<file path="config.mk">
export PLATFORM = sky130hd
export DESIGN_NAME = ysyx_23060201_pcu
export DESIGN_NICKNAME = d
export VERILOG_FILES = /design/src/rtl/ysyx_23060201_pcu.sv
export SDC_FILE = /design/constraint.sdc
export NUM_CORES = 1
export LEC_CHECK = 0
export ABC_AREA = 1
export CORE_MARGIN = 2
export CORE_UTILIZATION = 55
export CTS_BUF_LIST = sky130_fd_sc_hd__clkbuf_8
export DETAILED_ROUTE_END_ITERATION = 7
export PLACE_DENSITY = 0.88
export REMOVE_ABC_BUFFERS = 1
export SLEW_MARGIN = 0
export SYNTH_ARGS = -nofsm -noshare
export SYNTH_HDL_FRONTEND = slang
export SYNTH_SLANG_ARGS = --single-unit
export TNS_END_PERCENT = 5
</file>
<file path="constraint.sdc">
create_clock -name clk -period 2.15 [get_ports clk]
set_input_delay 0.215 -clock clk [delete_from_list [all_inputs] [get_ports clk]]
set_output_delay 0.215 -clock clk [all_outputs]
set_load 0.01 [all_outputs]
</file>
<file path="src/rtl/ysyx_23060201_pcu.sv">
// ---------------------------------------------------------------------------
// ysyx_23060201_pcu -- program-counter unit for the multi-cycle core.
//
// Holds the architectural PC and offers it to instruction fetch over a
// valid/ready handshake. Only one instruction is in flight at a time: after a
// fetch is accepted the unit waits for write-back to commit. The commit then
// selects the next PC (pc+4, a redirect target, or a halt).
//
// Ports:
//   clk            single clock, rising edge
//   rst_n          synchronous active-low reset
//   pc             PC presented to fetch
//   pc_valid       pc is valid for fetch (decoded from state)
//   pc_ready       fetch accepts pc; fire = pc_valid & pc_ready
//   commit_valid   one-cycle pulse: in-flight instruction retired
//   redirect_valid qualifies redirect_pc (sampled only with commit_valid)
//   redirect_pc    jump/branch/trap target
//   halt_req       retiring instruction is ebreak (sampled with commit_valid)
//   halted         unit is parked in HALT
//   misalign       misaligned redirect detected (sticky until reset)
//   fetch_cnt      number of accepted fetches since reset (wraps)
//
// Build option: YSYX_23060201_PCU_MISALIGN_CHK_EN
//   defined   -> a redirect with redirect_pc[1:0] != 0 parks the unit in HALT
//                with misalign=1 and the old pc kept.
//   undefined -> the redirect target is word-aligned by clearing bits [1:0];
//                misalign is tied to 0.
// ---------------------------------------------------------------------------
module ysyx_23060201_pcu #(
  parameter logic [31:0] RESET_PC = 32'h8000_0000
) (
  input  logic        clk,
  input  logic        rst_n,
  output logic [31:0] pc,
  output logic        pc_valid,
  input  logic        pc_ready,
  input  logic        commit_valid,
  input  logic        redirect_valid,
  input  logic [31:0] redirect_pc,
  input  logic        halt_req,
  output logic        halted,
  output logic        misalign,
  output logic [31:0] fetch_cnt
);

  typedef enum logic [1:0] {
    BOOT  = 2'd0,
    ISSUE = 2'd1,
    WAIT  = 2'd2,
    HALT  = 2'd3
  } state_t;

  state_t      state, state_next;
  logic [31:0] pc_q, pc_next;
  logic [31:0] cnt_q, cnt_next;
`ifdef YSYX_23060201_PCU_MISALIGN_CHK_EN
  logic        mis_q, mis_next;
`endif

  // State register and datapath registers. Reset is sampled on the clock edge.
  // NOTE: sequential state uses non-blocking assignments so every register
  // samples the pre-edge values, independent of statement order.
  always_ff @(posedge clk) begin
    if (!rst_n) begin
      state <= BOOT;
      pc_q  <= RESET_PC;
      cnt_q <= '0;
`ifdef YSYX_23060201_PCU_MISALIGN_CHK_EN
      mis_q <= 1'b0;
`endif
    end else begin
      state <= state_next;
      pc_q  <= pc_next;
      cnt_q <= cnt_next;
`ifdef YSYX_23060201_PCU_MISALIGN_CHK_EN
      mis_q <= mis_next;
`endif
    end
  end

  // Next-state and next-datapath logic.
  // NOTE: every variable written here gets a hold default first, so no path
  // through the case leaves one unassigned and no latch is inferred.
  always_comb begin
    state_next = state;
    pc_next    = pc_q;
    cnt_next   = cnt_q;
`ifdef YSYX_23060201_PCU_MISALIGN_CHK_EN
    mis_next   = mis_q;
`endif
    case (state)
      BOOT: state_next = ISSUE;
      ISSUE: begin
        // pc_valid is 1 throughout ISSUE, so fire reduces to pc_ready.
        if (pc_ready) begin
          cnt_next   = cnt_q + 32'd1;
          state_next = WAIT;
        end
      end
      WAIT: begin
        if (commit_valid) begin
          if (halt_req) begin
            state_next = HALT;
          end else if (redirect_valid) begin
`ifdef YSYX_23060201_PCU_MISALIGN_CHK_EN
            if (redirect_pc[1:0] != 2'b00) begin
              mis_next   = 1'b1;
              state_next = HALT;
            end else begin
              pc_next    = redirect_pc;
              state_next = ISSUE;
            end
`else
            pc_next    = redirect_pc & 32'hFFFF_FFFC;
            state_next = ISSUE;
`endif
          end else begin
            pc_next    = pc_q + 32'd4;
            state_next = ISSUE;
          end
        end
      end
      HALT: state_next = HALT;
      default: state_next = BOOT;
    endcase
  end

  // Outputs come straight from registers or from the state decode, so there
  // is no combinational path from any input to any output.
  assign pc        = pc_q;
  assign fetch_cnt = cnt_q;
  assign pc_valid  = (state == ISSUE);
  assign halted    = (state == HALT);
`ifdef YSYX_23060201_PCU_MISALIGN_CHK_EN
  assign misalign  = mis_q;
`else
  assign misalign  = 1'b0;
`endif

endmodule

</file>
==> results.json <==
{
  "antenna_found_initial": 0,
  "cap_violations": 0,
  "finish.net_count": 868,
  "avgSynthCellArea_um2": 5.76,
  "clock_latency_ns": 0.37,
  "nFillCells": 627,
  "synth_warnings": 0,
  "ir_drop_v": 0.000417,
  "firstDrtPassIters": 5,
  "crit_family": "simple AND/OR/NAND/NOR gates",
  "start_util": 0.574,
  "cts_tree": "yes",
  "clkTransAtPathRegs_ns": 0.08,
  "netlist_area_um2": 4210,
  "final_common_cell": "nand2_1",
  "setup_viol_count_final": 0,
  "tns_ns": 0,
  "slew_violations": 0,
  "drt_iter0_drc": 335,
  "path_buf_inv": 1,
  "finalWeightedCongestion": 0.955,
  "utilization": 0.751,
  "finalClockSkew_ns": 0.0126,
  "fin_crit_sh": 0.859,
  "num_vias": 5103,
  "yosysUniqueCellTypes": 38,
  "drive_gt1_frac": 0.0480,
  "yosys.area.top_type": "dfxtp_1",
  "clock_path_buffers": 2,
  "finalHoldViolCount": 0,
  "grt_pass1_vias": 4845,
  "p_leak_nw": 1.88,
  "critPathMaxStageDelay_ns": 0.40,
  "drc": 0,
  "arrival_ns": 2.09,
  "synthCells": 730,
  "startpoint_type": "register",
  "syn2layout_area_growth_pct": 30.9,
  "synth_top_area_frac": 0.305,
  "cpMostUsedCell": "nand2_1",
  "post_cts_resized": 0,
  "ys_ff_latch": 64,
  "p_per_area_nw_per_um2": 483,
  "cp_slowest_cell": "dfxtp_1",
  "via_per_inst": 5.48,
  "grt_pass1_wl_um": 22200,
  "cts_setup_buffers": 0,
  "tightest_slew_ns": 0.605,
  "rsz0062_at_grt": "false",
  "rows": 31,
  "cp-end-kind": "register",
  "grt_overflow": 0,
  "portBuffers": 99,
  "drt_wl_total_um": 13700,
  "fmax_mhz": 541,
  "clock_sinks": 64,
  "ys_seq_area_frac": 0.305,
  "core_area_um2": 7330,
  "maxSlewHeadroom": 0.596,
  "synth.area.top_cells": "dfxtp_1 (30%), nand2_1 (24%), nor2_1 (13%), a21oi_1 (5.8%), inv_1 (4.9%)",
  "mostFrequentLayoutCells": "nand2_1 (265), nor2_1 (143), clkdlybuf4s50_1 (99), dfxtp_1 (64), inv_1 (55)",
  "min_path_type": "primary input to register",
  "grt_use_total": 0.329,
  "diodes": 0,
  "worstSetupPathType": "register to register",
  "crit_chain": "ha_1 -> nand2_1 -> nor2_1 -> inv_1 -> nor2_1 -> nand2_1 -> nand2_1 -> nand3_1 -> nand2_1 -> a21oi_1",
  "grt_max_degree": 52,
  "min_period_ns": 1.85,
  "numCtsBuffers": 9,
  "ioPinCount": 105,
  "final_antenna_net_count": 0,
  "die_h_um": 91.5,
  "wl_per_cell_um": 14.7,
  "dieArea_um2": 8360,
  "htreeDepth": 3,
  "die_w_um": 91.5,
  "clk_root_buffer_cell": "clkbuf_8",
  "status": "finished, final reports clean",
  "crit_path_max_fanout": 5,
  "dp_hpwl_um": 10000,
  "worstPathRequired_ns": 2.39,
  "cts-hold-fix-buffers": 0
}
-- metrics by stage --
stage	total power, W	area [um^2]	setup WS (ns)	hold slack [ns]	cells
3_3_place_gp	0.00149	5290	0.308	0.472	916
5_1_grt	0.00274	5510	0.0755	0.449	932
4_1_cts	0.00265	5510	0.352	0.432	932
2_1_floorplan	0.00134	4090	0.320	0.335	709
3_5_place_dp	0.00149	5290	0.221	0.481	916
6_report	0.00266	5510	0.303	0.427	932
-- metal layers --
layer / global-route usage / part of all wire / vias to the layer above
li1: - / - / 2489
met1: 0.376 / 0.40 / 2307
met2: 0.575 / 0.48 / 256
met3: 0.0407 / 0.068 / 51
met4: 0.213 / 0.048 / 0
met5: 0 / 0 / -
-- sequential cells by signal, indices dropped and copies added, names as in the netlist --
register	flops
fetch_cnt	32
state	2
pc	30
-- worst reg2reg max path, stage by stage (launching register included) --
cell and delay [ns]:
dfxtp_1 0.40, ha_1 0.25, nand2_1 0.10, nor2_1 0.21, inv_1 0.09, nor2_1 0.32, nand2_1 0.10, nand2_1 0.07
nand3_1 0.07, nand2_1 0.07, a21oi_1 0.06
-- final cells by class --
type / instances / area [um^2] / share of cell area
multi-input cells: 584 / 2580 / 0.469
flip-flops and latches: 64 / 1280 / 0.233
repair buffers: 108 / 1070 / 0.195
inverters: 61 / 229 / 0.0416
clock buffers: 9 / 124 / 0.0225
well taps: 99 / 124 / 0.0225
clock inverters: 7 / 95.1 / 0.0173
-- Yosys cell counts --
| master | instances |
|---|---|
| nand2_1 | 265 |
| nor2_1 | 143 |
| dfxtp_1 | 64 |
| inv_1 | 55 |
| a21oi_1 | 49 |
| nand3_1 | 37 |
| o21ai_0 | 18 |
| clkbuf_1 | 11 |
| nand3b_1 | 10 |
| o21ai_1 | 10 |
| nand4_1 | 8 |
| xor2_1 | 8 |
| nor3_1 | 6 |
| buf_2 | 5 |
| buf_4 | 4 |
| inv_2 | 4 |
| a31oi_1 | 3 |
| nor2_4 | 3 |
| a211oi_1 | 2 |
| buf_6 | 2 |
| clkinv_1 | 2 |
| ha_1 | 2 |
| nand3_2 | 2 |
| nor2_2 | 2 |
| o21a_1 | 2 |
| a221oi_1 | 1 |
| and2_1 | 1 |
| buf_1 | 1 |
| conb_1 | 1 |
| nand3_4 | 1 |
| nor3_2 | 1 |
| nor3_4 | 1 |
| nor3b_1 | 1 |
| o21bai_1 | 1 |
| o31ai_1 | 1 |
| or2_0 | 1 |
| or2_2 | 1 |
| xnor2_1 | 1 |
-- cells by family after synthesis --
group,after synthesis,synth area share
other cells,1,0.000891
buf+inv,84,0.0836
simple gates,483,0.477
fa+ha+maj,2,0.00595
compound gates,87,0.109
flops,64,0.305
xor+xnor,9,0.0187
-- worst paths after layout --
kind | depth (start not counted) | slack (ns) | from | to
max reg2reg | 10 | 0.30 | pc[2] | pc[30]
min | 3 | 0.43 | redirect_pc[3] | pc[3]
min reg2reg | 2 | 0.49 | fetch_cnt[31] | fetch_cnt[31]
max | 10 | 0.30 | pc[2] | pc[30]
-- power breakdown --
part	internal, W	switching (W)	total (W)
sequential	0.00120	0.0000196	0.00122
combinational	0.000122	0.000128	0.000250
clock	0.000654	0.000535	0.00119
Power figures use the tool's default switching activity.
